===== src/rtl/mem_access_ctrl.sv =====
// -----------------------------------------------------------------------------
// mem_access_ctrl
//
// Memory-stage access controller for the 5-stage pipeline. It takes the EX/MEM
// pipeline register outputs, runs a req/ack handshake with a variable-latency
// data memory, and owns the MEM/WB pipeline register. The memory stage and
// everything upstream is stalled until the access completes. Each load/store
// is issued exactly once, even while an external freeze (stall_in) holds the
// memory stage after the memory has already answered.
//
// Optional feature: define DM_TIMEOUT_EN to enable the access timeout. After
// TIMEOUT_CYC request cycles without an ack the access is force-completed:
// a load returns 0, a store is dropped, and the sticky dm_err flag is set.
// With DM_TIMEOUT_EN undefined, WAIT lasts until the ack and dm_err is 0.
//
// Ports
//   clk, rst            clock, synchronous active-high reset
//   *_M inputs          EX/MEM register fields (address, store data, PC+4,
//                       HI/LO, write address, control bits)
//   stall_in            external freeze of the memory stage and upstream
//   dm_ack, dm_rdata    memory handshake response / read data
//   dm_req, dm_we,
//   dm_addr, dm_wdata   memory request side
//   stall_M             hold EX/MEM and all upstream registers
//   dm_err              sticky timeout flag
//   *_W outputs         MEM/WB register contents
// -----------------------------------------------------------------------------
module mem_access_ctrl #(
  parameter int TIMEOUT_CYC = 16
) (
  input  logic        clk,
  input  logic        rst,
  input  logic [31:0] alu_out_M,
  input  logic [31:0] wd_dm_M,
  input  logic [31:0] pc_plus4_M,
  input  logic [63:0] hilo_d_M,
  input  logic [4:0]  rf_wa_M,
  input  logic        dm2reg_M,
  input  logic        we_dm_M,
  input  logic        we_reg_M,
  input  logic        we_hilo_M,
  input  logic        jal_M,
  input  logic        stall_in,
  input  logic        dm_ack,
  input  logic [31:0] dm_rdata,
  output logic        dm_req,
  output logic        dm_we,
  output logic [31:0] dm_addr,
  output logic [31:0] dm_wdata,
  output logic        stall_M,
  output logic        dm_err,
  output logic [31:0] rd_dm_W,
  output logic [31:0] alu_out_W,
  output logic [31:0] pc_plus4_W,
  output logic [63:0] hilo_d_W,
  output logic [4:0]  rf_wa_W,
  output logic        dm2reg_W,
  output logic        we_reg_W,
  output logic        we_hilo_W,
  output logic        jal_W
);

  typedef enum logic [1:0] {IDLE, WAIT, HOLD} state_t;

  state_t      state_reg;
  logic [31:0] rdata_q;
  logic        access_m;
  logic        complete;
  logic        timeout;
  logic [31:0] ld_data;

  assign access_m = dm2reg_M | we_dm_M;

  // Upstream registers hold while stalled, so these stay stable for the
  // whole access without local copies.
  assign dm_addr  = alu_out_M;
  assign dm_wdata = wd_dm_M;
  assign dm_we    = we_dm_M;

`ifdef DM_TIMEOUT_EN
  localparam int CNT_W = $clog2(TIMEOUT_CYC + 1);

  logic [CNT_W-1:0] cnt_reg;
  logic             err_reg;

  // An ack in the last allowed cycle still wins over the timeout.
  assign timeout = (state_reg == WAIT) && !dm_ack &&
                   (cnt_reg == CNT_W'(TIMEOUT_CYC - 1));
  assign dm_err  = err_reg;

  always_ff @(posedge clk) begin
    if (rst) begin
      cnt_reg <= '0;
      err_reg <= 1'b0;
    end else begin
      if (state_reg == IDLE && access_m && !complete) begin
        cnt_reg <= CNT_W'(1);
      end else if (state_reg == WAIT && !complete) begin
        cnt_reg <= cnt_reg + CNT_W'(1);
      end
      if (timeout) begin
        err_reg <= 1'b1;
      end
    end
  end
`else
  assign timeout = 1'b0;
  assign dm_err  = 1'b0;
`endif

  always_comb begin
    dm_req   = 1'b0;
    complete = 1'b0;
    case (state_reg)
      IDLE: begin
        dm_req   = access_m;
        complete = access_m & dm_ack;
      end
      WAIT: begin
        dm_req   = 1'b1;
        complete = dm_ack | timeout;
      end
      default: begin
        // HOLD: access already finished; never re-request it.
        dm_req   = 1'b0;
        complete = 1'b0;
      end
    endcase
    if (rst) begin
      dm_req = 1'b0;
    end
  end

  assign stall_M = stall_in |
                   ((state_reg != HOLD) & access_m & ~complete);

  // Data that a load would hand to writeback this cycle.
  assign ld_data = (state_reg == HOLD) ? rdata_q :
                   (timeout ? 32'h0 : dm_rdata);

  always_ff @(posedge clk) begin
    if (rst) begin
      state_reg  <= IDLE;
      rdata_q    <= 32'h0;
      rd_dm_W    <= 32'h0;
      alu_out_W  <= 32'h0;
      pc_plus4_W <= 32'h0;
      hilo_d_W   <= 64'h0;
      rf_wa_W    <= 5'd0;
      dm2reg_W   <= 1'b0;
      we_reg_W   <= 1'b0;
      we_hilo_W  <= 1'b0;
      jal_W      <= 1'b0;
    end else begin
      case (state_reg)
        IDLE, WAIT: begin
          if (complete) begin
            // Completed under freeze: park the data so the request is
            // not repeated while the stage is held.
            if (stall_in) begin
              rdata_q   <= ld_data;
              state_reg <= HOLD;
            end else begin
              state_reg <= IDLE;
            end
          end else if (access_m) begin
            state_reg <= WAIT;
          end
        end
        default: begin
          if (!stall_in) begin
            state_reg <= IDLE;
          end
        end
      endcase

      if (stall_M) begin
        // Bubble: kill the side-effect bits, leave the data fields alone.
        dm2reg_W  <= 1'b0;
        we_reg_W  <= 1'b0;
        we_hilo_W <= 1'b0;
        jal_W     <= 1'b0;
      end else begin
        rd_dm_W    <= dm2reg_M ? ld_data : 32'h0;
        alu_out_W  <= alu_out_M;
        pc_plus4_W <= pc_plus4_M;
        hilo_d_W   <= hilo_d_M;
        rf_wa_W    <= rf_wa_M;
        dm2reg_W   <= dm2reg_M;
        we_reg_W   <= we_reg_M;
        we_hilo_W  <= we_hilo_M;
        jal_W      <= jal_M;
      end
    end
  end

endmodule


===== config.mk =====
export PLATFORM = sky130hd
export DESIGN_NAME = mem_access_ctrl
export DESIGN_NICKNAME = d
export VERILOG_FILES = /design/src/rtl/mem_access_ctrl.sv
export SDC_FILE = /design/constraint.sdc
export NUM_CORES = 1
export LEC_CHECK = 0
export BUFFER_PORTS_ARGS = -buffer_cell sky130_fd_sc_hd__buf_2
export CAP_MARGIN = 20
export CELL_PAD_IN_SITES_DETAIL_PLACEMENT = 0
export CELL_PAD_IN_SITES_GLOBAL_PLACEMENT = 1
export CORE_AREA = 2 2 172 174
export CTS_BUF_LIST = sky130_fd_sc_hd__clkbuf_16
export DETAILED_ROUTE_END_ITERATION = 10
export DIE_AREA = 0 0 174 176
export HOLD_SLACK_MARGIN = 0.08
export PLACE_DENSITY = 0.75
export SETUP_SLACK_MARGIN = 0.05
export SLEW_MARGIN = 20
export SYNTH_ARGS = -nofsm -noshare
export SYNTH_HDL_FRONTEND = slang
export SYNTH_SLANG_ARGS = --single-unit

===== constraint.sdc =====
create_clock -name clk -period 4.1 [get_ports clk]
set_input_delay 0.615 -clock clk [delete_from_list [all_inputs] [get_ports clk]]
set_output_delay 0.615 -clock clk [all_outputs]
set_load 0.01 [all_outputs]

==> results of run 1 <==
==> path summary, 6_finish.rpt <==
check | start | end | slack [ns] | depth (start not counted)
hold reg to reg | hilo_d_W[19] | hilo_d_W[19] | 0.45 | 2
hold / removal | we_hilo_M | we_hilo_W | 0.33 | 2
setup reg to reg | state_reg[1] | hilo_d_W[0] | 1.97 | 6
setup / recovery | state_reg[1] | stall_M | 1.47 | 4
==> layer usage <==
metal | vias up | share of wire | GRT usage
li1 | 3605 | - | -
met4 | 4 | 0.021 | 0.0392
met3 | 39 | 0.097 | 0.0553
met5 | - | 0.0010 | 0
met2 | 275 | 0.47 | 0.244
met1 | 3267 | 0.41 | 0.173
==> where the power goes <==
part           internal [mW]  switching (mW)
logic                  0.239           0.359
registers               2.09          0.0519
clock network           1.15           0.816
==> logic make-up (layout without fill, tap and decap cells) <==
| kind of cell | after synthesis | after routing | share of synthesized area |
|---|---|---|---|
| simple gates | 362 | 362 | 0.187 |
| flops | 203 | 203 | 0.502 |
| compound gates | 200 | 200 | 0.167 |
| buf+inv | 142 | 427 | 0.103 |
| mux | 32 | 32 | 0.0408 |
| other cells | 1 | 2 | 0.000464 |
==> layout by cell type, fill, tap and decap left out <==
cell type,count
a211oi_1,24
a21oi_1,150
a31oi_1,1
a31oi_4,1
and3_2,1
buf_12,3
buf_2,376
buf_4,4
buf_6,1
bufinv_16,1
clkbuf_16,25
clkinv_1,4
clkinv_2,5
clkinvlp_4,1
conb_1,1
dfxtp_1,203
diode_2,1
inv_1,6
inv_6,1
mux2_2,8
mux2i_1,24
nand2_1,290
nand2b_1,1
nand2b_2,1
nand3_1,9
nand3b_1,24
nor2_1,25
nor2b_1,1
nor3_1,4
nor3b_1,1
nor3b_2,3
o41ai_2,24
or2_2,1
or3_1,1
==> layout make-up <==
type / instances / share of cell area
Clock buffer: 25 / 0.0598
Antenna cell: 1 / 0.000239
Tap cell: 384 / 0.0459
Sequential cell: 203 / 0.388
Clock inverter: 16 / 0.00921
Timing Repair Buffer: 384 / 0.190
Multi-Input combinational cell: 595 / 0.306
Inverter: 2 / 0.00120
==> metrics by stage <==
stage	power [mW]	hold WS, ns	utilization
6_report	4.70	0.333	0.366
4_1_cts	4.78	0.306	0.366
2_1_floorplan	2.57	0.434	-
3_3_place_gp	2.78	0.439	0.341
5_1_grt	4.95	0.314	0.366
3_5_place_dp	2.79	0.442	0.341
==> summary.txt, run 1 <==
CP Cell Sequence = nand2b_1, a31oi_4, inv_6, buf_2
Setup crit start kind = flip-flop
Vias in the first global route = 6636
Syn Nets = 1146
CP top delay family = buffers and inverters
WL final = 23.7 mm
Crit-path slowest cell = inv_6
Synthesized cell area = 0.00809 mm²
DIE AREA = 0.0306 mm²
DRT iter0 DRCs = 295
Post-CTS setup buffers = 0
Synth top area cells = dfxtp_1 50%, nand2_1 13%, a21oi_1 9.3%
Total gr overflow = 0
1st-pass router iterations = 4
Antenna violations before repair = 3
Filler cells = 2995
Final instance area = 0.0105 mm²
Sequential share of the synthesized area = 0.502
Post-synth EDFFs = 0
Post-DP Area = 0.00974 mm²
Yosys top cell by area = dfxtp_1
Tcrit/Tclk final = 0.641
Setup_tns = 0 ns
Initial Util = 0.283
Number of flip-flops in the largest register = 64
I/O pin total = 443
Via count = 7190
Worst slew margin = 0.301
Layout cells sized above 1 = 0.372
CP max FO = 77
CTS tree = yes
I/O Buffers = 377
Tmin final = 2.63 ns
GPL Wtd Cong = 0.754
Reg area = 0.00406 mm²
RSZ-0062 raised after global routing = no
Buf/Inv on CP = 2
Largest net degree at the start of global routing = 142
# rows = 62
Slew of the pin with the lowest slew margin = 1.05 ns
DRT antenna net count = 0
Area delta synth->final = 29.3%
Top-count cell post-synth = nand2_1
Asr flop ratio synth = 0
Post-route DRC violation count = 0
First-pass GRT wire length = 36.4 mm
Final Net Count = 1416
Pins Over Slew Limit = 0
Worst skew pair latency = 0.51 ns
Hold Path Class = in2reg
Commonest cells post-synth = 290 x nand2_1, 203 x dfxtp_1, 150 x a21oi_1
Most flops, register = hilo_d_W
Setup WS pre-CTS = 1.51 ns
Core Region = 0.0285 mm²
DIE WIDTH = 174 µm
Top_reg_cell synth = dfxtp_1
Hold Buf Count CTS = 0
Max Cap Viol = 0
Top cell type's share of synthesized area = 0.502
Synthesized instance count = 940
Status = finished clean
Number of clock sinks = 203
#FFs+latches synth = 203
Number of setup violations in the final report = 0
Clk pin slew, worst setup/hold paths = 0.06 ns
Avg Cell Area, Syn = 8.61 µm²
H-tree Lvls = 1
Setup crit end kind = primary output
Fin worst setup slack = 1.47 ns
Finished Layout Cells = 1610
Peak supply drop = 0.264 mV
CTS max path bufs = 3
DP Cell Count = 1568
Required @ worst endpoint = 3.48 ns
Cell variety after synth = 27
CTS Buf Count = 24
Die height = 176 µm
Leakage = 4.91 nW
Avg Vias per Cell = 4.47
Final hold violation count = 0
WS Path Type = reg2out
Yosys warns = 0
Root Buffer Master = clkbuf_16
Overall global routing resource usage = 0.145
DPL Wire Length = 16.0 mm
Achievable Freq = 380 MHz
Max stage delay on crit path = 0.50 ns
Post-CTS sizing = 0
Mean routed wirelength per cell = 14.7 µm
Clk_skew = 0.0148 ns
Critical path arrival = 2.01 ns
Area of the multi-input gates = 0.00320 mm²
PD cells = 450 mW/mm²
(Power assumes the default switching activity.)
==> run 2, diff against run 1 <==
Settings changed: ABC_AREA from default to 1, CORE_AREA 2 2 172 174 to default, CORE_MARGIN from default to 1.5, CORE_UTILIZATION from default to 32, DIE_AREA 0 0 174 176 to default, PLACE_DENSITY 0.75 to 0.82.
Clock period 4.1 ns to 2.55 ns, I/O delays scaled along.
==> summary.txt, run 2 <==
Top_reg_cell synth = dfxtp_1
Clk pin slew, worst setup/hold paths = 0.06 ns (about the same)
Worst Hold Path Cells = 2 (unchanged)
Tcrit/Tclk final = 0.918
Post-synth EDFFs = 0 (unchanged)
Reg area = 0.00406 mm² (unchanged)
Number of clock sinks = 203 (unchanged)
Worst setup path startpoint = state_reg[1]
Pins Over Slew Limit = 0 (unchanged)
WL final = 30.3 mm (+28%)
Core Region = 0.0308 mm² (+8.0%)
Max Cap Viol = 0 (unchanged)
Critical path arrival = 1.96 ns (-0.05 ns)
CTS tree = yes
Final hold violation count = 0 (unchanged)
Synthesized cell area = 0.0101 mm² (+25%)
Layout cells sized above 1 = 0.246 (-0.126)
Mean routed wirelength per cell = 13.8 µm (-6.0%)
I/O Buffers = 377 (unchanged)
CTS max path bufs = 3 (unchanged)
CP Cell Sequence = nor2_1, nand3_1, nand3_4, nand2_4, buf_2
Sequential share of the synthesized area = 0.402 (-0.101)
Number of flip-flops in the largest register = 64 (unchanged)
Synth top area cells = dfxtp_1 40%, nand3_1 11%, nand2_1 11%
Crit-path slowest cell = dfxtp_1
Tmin final = 2.34 ns
Initial Util = 0.328 (+0.0449)
First-pass GRT wire length = 48.3 mm (+33%)
H-tree Lvls = 1 (unchanged)
Hold path start = rst
GPL Wtd Cong = 0.811 (+7.5%)
Vias in the first global route = 9164 (+38%)
Largest net degree at the start of global routing = 136 (-4.2%)
Setup crit start kind = flip-flop
Clk_skew = 0.0146 ns (-0.000132 ns)
Total gr overflow = 0 (unchanged)
I/O pin total = 443 (unchanged)
WS Path Type = reg2out
Die height = 181 µm (+2.7%)
Cell variety after synth = 23 (-15%)
Setup_tns = 0 ns (unchanged)
DIE AREA = 0.0327 mm² (+6.8%)
Avg Vias per Cell = 4.61 (+3.2%)
Synthesized instance count = 1533 (+63%)
Required @ worst endpoint = 2.17 ns (-1.31 ns)
Commonest cells post-synth = 299 x nand2_1, 234 x inv_1, 231 x nand3_1
PD cells = 704 mW/mm² (+57%)
Worst skew pair latency = 0.52 ns (about the same)
Most flops, register = hilo_d_W
Pwr Total = 8.70 mW (+85%)
Hold Path Class = in2reg
DIE WIDTH = 181 µm (+3.9%)
Status = finished clean
CTS Buf Count = 24 (unchanged)
# rows = 64 (+3.2%)
Worst slew margin = 0.583 (+0.281)
#FFs+latches synth = 203 (unchanged)
R2r worst-path depth = 9 (+3)
Overall global routing resource usage = 0.178 (+0.0334)
Leakage = 7.06 nW (+44%)
Top cell type's share of synthesized area = 0.402 (-0.101)
Hold Buf Count CTS = 3 (+3)
Worst r2r src = state_reg[1]
Setup crit end kind = primary output
Root Buffer Master = clkbuf_16
Via count = 10100 (+41%)
Syn Nets = 1739 (+52%)
Commonest non-fill, non-tap cell in the layout = buf_2
Post-CTS sizing = 0 (unchanged)
Post-route DRC violation count = 0 (unchanged)
Peak supply drop = 0.422 mV (+60%)
Area delta synth->final = 22.1%
Number of setup violations in the final report = 0 (unchanged)
CP max FO = 33 (-57%)
Max stage delay on crit path = 0.42 ns (-0.08 ns)
Slew of the pin with the lowest slew margin = 0.626 ns (-0.422 ns)
Reg2reg setup slack = 0.64 ns (-1.33 ns)
Achievable Freq = 427 MHz
DPL Wire Length = 20.5 mm (+28%)
Filler cells = 3368 (+12%)
Diode count = 0 (-1)
Final Net Count = 1986 (+40%)
Top-count cell post-synth = nand2_1
Antenna violations before repair = 1 (-2)
1st-pass router iterations = 5 (+1)
DRT antenna net count = 0 (unchanged)
DRT iter0 DRCs = 603 (+100%)
Asr flop ratio synth = 0 (unchanged)
Yosys top cell by area = dfxtp_1
Area of the multi-input gates = 0.00399 mm² (+25%)
Yosys warns = 0 (unchanged)
Post-CTS setup buffers = 0 (unchanged)
Commonest non-fill, non-tap cells in the layout = 377 x buf_2, 299 x nand2_1, 243 x inv_1
RSZ-0062 raised after global routing = no
Avg Cell Area, Syn = 6.60 µm² (-23%)
-- run 2: layout make-up --
| class | instances | share of cell area |
|---|---|---|
| Inverter | 238 | 0.0733 |
| Sequential cell | 203 | 0.329 |
| Tap cell | 396 | 0.0401 |
| Clock buffer | 25 | 0.0506 |
| Timing Repair Buffer | 404 | 0.178 |
| Clock inverter | 18 | 0.00668 |
| Multi-Input combinational cell | 909 | 0.323 |
-- run 2: path summary, 6_finish.rpt --
path | to
worst max register to register | hilo_d_W[44]
worst min register to register | rd_dm_W[25]
worst max-delay path | stall_M
worst min-delay path | state_reg[1]
-- run 2: layer usage --
metal	share of wire	global-route usage
met3	0.068	0.0363
met1	0.44	0.224
met4	0.019	0.0467
met5	0.00040	0
met2	0.48	0.309
-- run 2: cells by family after synthesis --
group                  share of synthesized area
other                                   0.000371
flip-flops                                 0.402
buffers and inverters                      0.205
AO/OA/AOI/OAI                             0.0668
AND/OR/NAND/NOR                            0.326
-- run 2: report_power, final --
group          total, mW  switching (mW)  internal [mW]
Clock               3.11            1.35           1.76
Sequential          3.63           0.145           3.48
Combinational       1.97            1.24          0.727
Total               8.70            2.73           5.97
-- run 2: worst max-delay path, delay by kind of cell, from the launching register on --
family / cells / cell delay [ns]
buffers and inverters: 1 / 0.21
flip-flops: 1 / 0.42
AND/OR/NAND/NOR: 4 / 0.79
-- run 2: metrics by stage --
stage / instance area (µm²) / instances / utilization / hold WS, ns / worst slack [ns]
after floorplan: 10100 / 1533 / - / 0.452 / 1.06
after global placement: 11600 / 2147 / 0.377 / 0.455 / 0.671
final: 12400 / 2193 / 0.401 / 0.152 / 0.210
after CTS: 12400 / 2193 / 0.401 / 0.130 / 0.195
after global routing: 12400 / 2193 / 0.401 / 0.154 / 0.119
after detailed placement: 11600 / 2147 / 0.377 / 0.461 / 0.636
==> run 3, diff against run 2 <==
Settings changed: CTS_BUF_LIST sky130_fd_sc_hd__clkbuf_16 to default.
==> summary.txt, run 3 (same netlist as run 2, synthesis figures left out) <==
R2r worst-path depth = 9 (unchanged)
Slew of the pin with the lowest slew margin = 0.629 ns (+0.00342 ns)
Flop pwr share = 0.412 (-0.005)
Leakage = 7.03 nW (-0.43%)
Setup crit start kind = flip-flop
Tmin final = 2.33 ns (-0.0126 ns)
Antenna violations before repair = 1 (unchanged)
Post-route DRC violation count = 0 (unchanged)
Pint = 6.07 mW (+1.7%)
Max Cap Viol = 0 (unchanged)
Vias in the first global route = 9175 (+0.12%)
CTS tree = yes
Worst setup path startpoint = state_reg[1]
Switching Share = 0.310 (-0.00332)
DIE AREA = 0.0327 mm² (unchanged)
1st-pass router iterations = 5 (unchanged)
Worst Hold Path Cells = 2 (unchanged)
Filler cells = 3364 (-0.12%)
I/O pin total = 443 (unchanged)
Area of the multi-input gates = 0.00399 mm² (unchanged)
Mean routed wirelength per cell = 13.8 µm (-0.15%)
Peak supply drop = 0.425 mV (+0.68%)
CTS max path bufs = 3 (unchanged)
Final hold violation count = 0 (unchanged)
Combinational share of power = 0.223 (-0.003)
Layout cells sized above 1 = 0.247 (+0.00111)
DRT iter0 DRCs = 579 (-4.0%)
Global route hottest layer = met2
CTS Buf Count = 24 (unchanged)
Finished Layout Cells = 2193 (unchanged)
Reg2reg setup slack = 0.66 ns (+0.02 ns)
Met1 usage = 0.224 (unchanged)
Initial Util = 0.328 (unchanged)
Global Route met3 Usage = 0.0361 (-0.000202)
Avg Vias per Cell = 4.61 (about the same)
Pins Over Slew Limit = 0 (unchanged)
Critical path arrival = 1.94 ns (-0.02 ns)
I/O Buffers = 377 (unchanged)
WL final = 30.3 mm (-0.15%)
First-pass GRT wire length = 48.3 mm (unchanged)
Endpoint, Worst Hold = state_reg[1]
GPL Wtd Cong = 0.811 (unchanged)
Setup_tns = 0 ns (unchanged)
Hold path start = rst
Hold Path Class = in2reg
PD cells = 711 mW/mm² (+1.0%)
DRT antenna net count = 0 (unchanged)
Final Net Count = 1986 (unchanged)
FF-to-FF End = hilo_d_W[44]
Clk_skew = 0.0142 ns (-0.000408 ns)
CP max FO = 33 (unchanged)
H-tree Lvls = 1 (unchanged)
# rows = 64 (unchanged)
Total gr overflow = 0 (unchanged)
DP Cell Count = 2147 (unchanged)
Most flops, register = hilo_d_W
Area delta synth->final = 22.3%
Commonest non-fill, non-tap cells in the layout = 377 x buf_2, 299 x nand2_1, 233 x inv_1
Number of flip-flops in the largest register = 64 (unchanged)
WS Path Type = reg2out
Core Region = 0.0308 mm² (unchanged)
Setup crit end kind = primary output
Grt met2 use = 0.307 (-0.00154)
Overall global routing resource usage = 0.178 (about the same)
Worst slew margin = 0.580 (-0.00228)
Achievable Freq = 430 MHz (+0.54%)
Net switching power = 2.73 mW (+0.13%)
Diode count = 0 (unchanged)
Via count = 10100 (-0.030%)
Clk pin slew, worst setup/hold paths = 0.06 ns (about the same)
Root Buffer Master = clkbuf_16
Number of clock sinks = 203 (unchanged)
Clk pwr share = 0.365 (+0.008)
DPL Wire Length = 20.5 mm (unchanged)
Number of setup violations in the final report = 0 (unchanged)
DIE WIDTH = 181 µm (unchanged)
Worst skew pair latency = 0.52 ns (about the same)
Status = finished clean
Largest net degree at the start of global routing = 136 (unchanged)
Worst r2r src = state_reg[1]
Required @ worst endpoint = 2.17 ns (about the same)
Post-CTS setup buffers = 0 (unchanged)
Reg area = 0.00406 mm² (unchanged)
Commonest non-fill, non-tap cell in the layout = buf_2
Die height = 181 µm (unchanged)
Tcrit/Tclk final = 0.913 (-0.00494)
RSZ-0062 raised after global routing = no
[run 3: changes by cell type in the layout (fill, tap and decap cells not counted)]
cell,previous run,this run
clkbuf_1,0,10
inv_1,243,233
clkbuf_8,0,2
clkinv_1,3,1
[run 3: worst max path at each step]
stage          cells past startpoint           end
2_1_floorplan                      7       stall_M
3_3_place_gp                       9  hilo_d_W[17]
3_5_place_dp                       9  hilo_d_W[22]
4_1_cts                            5       stall_M
5_1_grt                            5       stall_M
6_report                           5       stall_M
[run 3: stage by stage]
step / setup WS [ns] / instance area [µm²] / utilization / hold WS, ns / power [mW]
2_1_floorplan: 1.06 / 10100 / - / 0.452 / 5.13
3_3_place_gp: 0.671 / 11600 / 0.377 / 0.455 / 5.64
3_5_place_dp: 0.636 / 11600 / 0.377 / 0.461 / 5.66
4_1_cts: 0.194 / 12400 / 0.402 / 0.129 / 8.94
5_1_grt: 0.118 / 12400 / 0.402 / 0.153 / 9.35
6_report: 0.223 / 12400 / 0.402 / 0.153 / 8.80
[run 3: critical path: stages (launching register included)]
cell and delay [ns]:
dfxtp_1 0.41, nor2_1 0.09, nand3_1 0.17, nand3_4 0.16, nand2_4 0.37, buf_2 0.21
[run 3: final cells by class]
cell class,count,area share
Multi-Input combinational cell,909,0.322
Sequential cell,203,0.328
Inverter,238,0.0732
Clock inverter,6,0.00303
Timing Repair Buffer,404,0.177
Clock buffer,37,0.0558
Tap cell,396,0.0400
[run 3: what timing repair did]
action	in CTS	in global routing
gates resized for setup	0	0
hold buffers	3	0
endpoints found under the hold margin	3	0
[run 3: power groups by stage]
stage                     registers [mW]  clock network (mW)  logic (mW)
after global placement              3.69                   0        1.95
after global routing                3.66                3.48        2.21
after CTS                           3.63                3.34        1.98
final                               3.63                3.21        1.97
after detailed placement            3.69                   0        1.97
after floorplan                     3.80                   0        1.32
[run 3: routing by layer]
| metal | vias up | share of wire |
|---|---|---|
| met5 | - | 0.00040 |
| met4 | 2 | 0.022 |
| met3 | 52 | 0.067 |
| met2 | 347 | 0.47 |
| met1 | 4548 | 0.44 |
| li1 | 5152 | - |
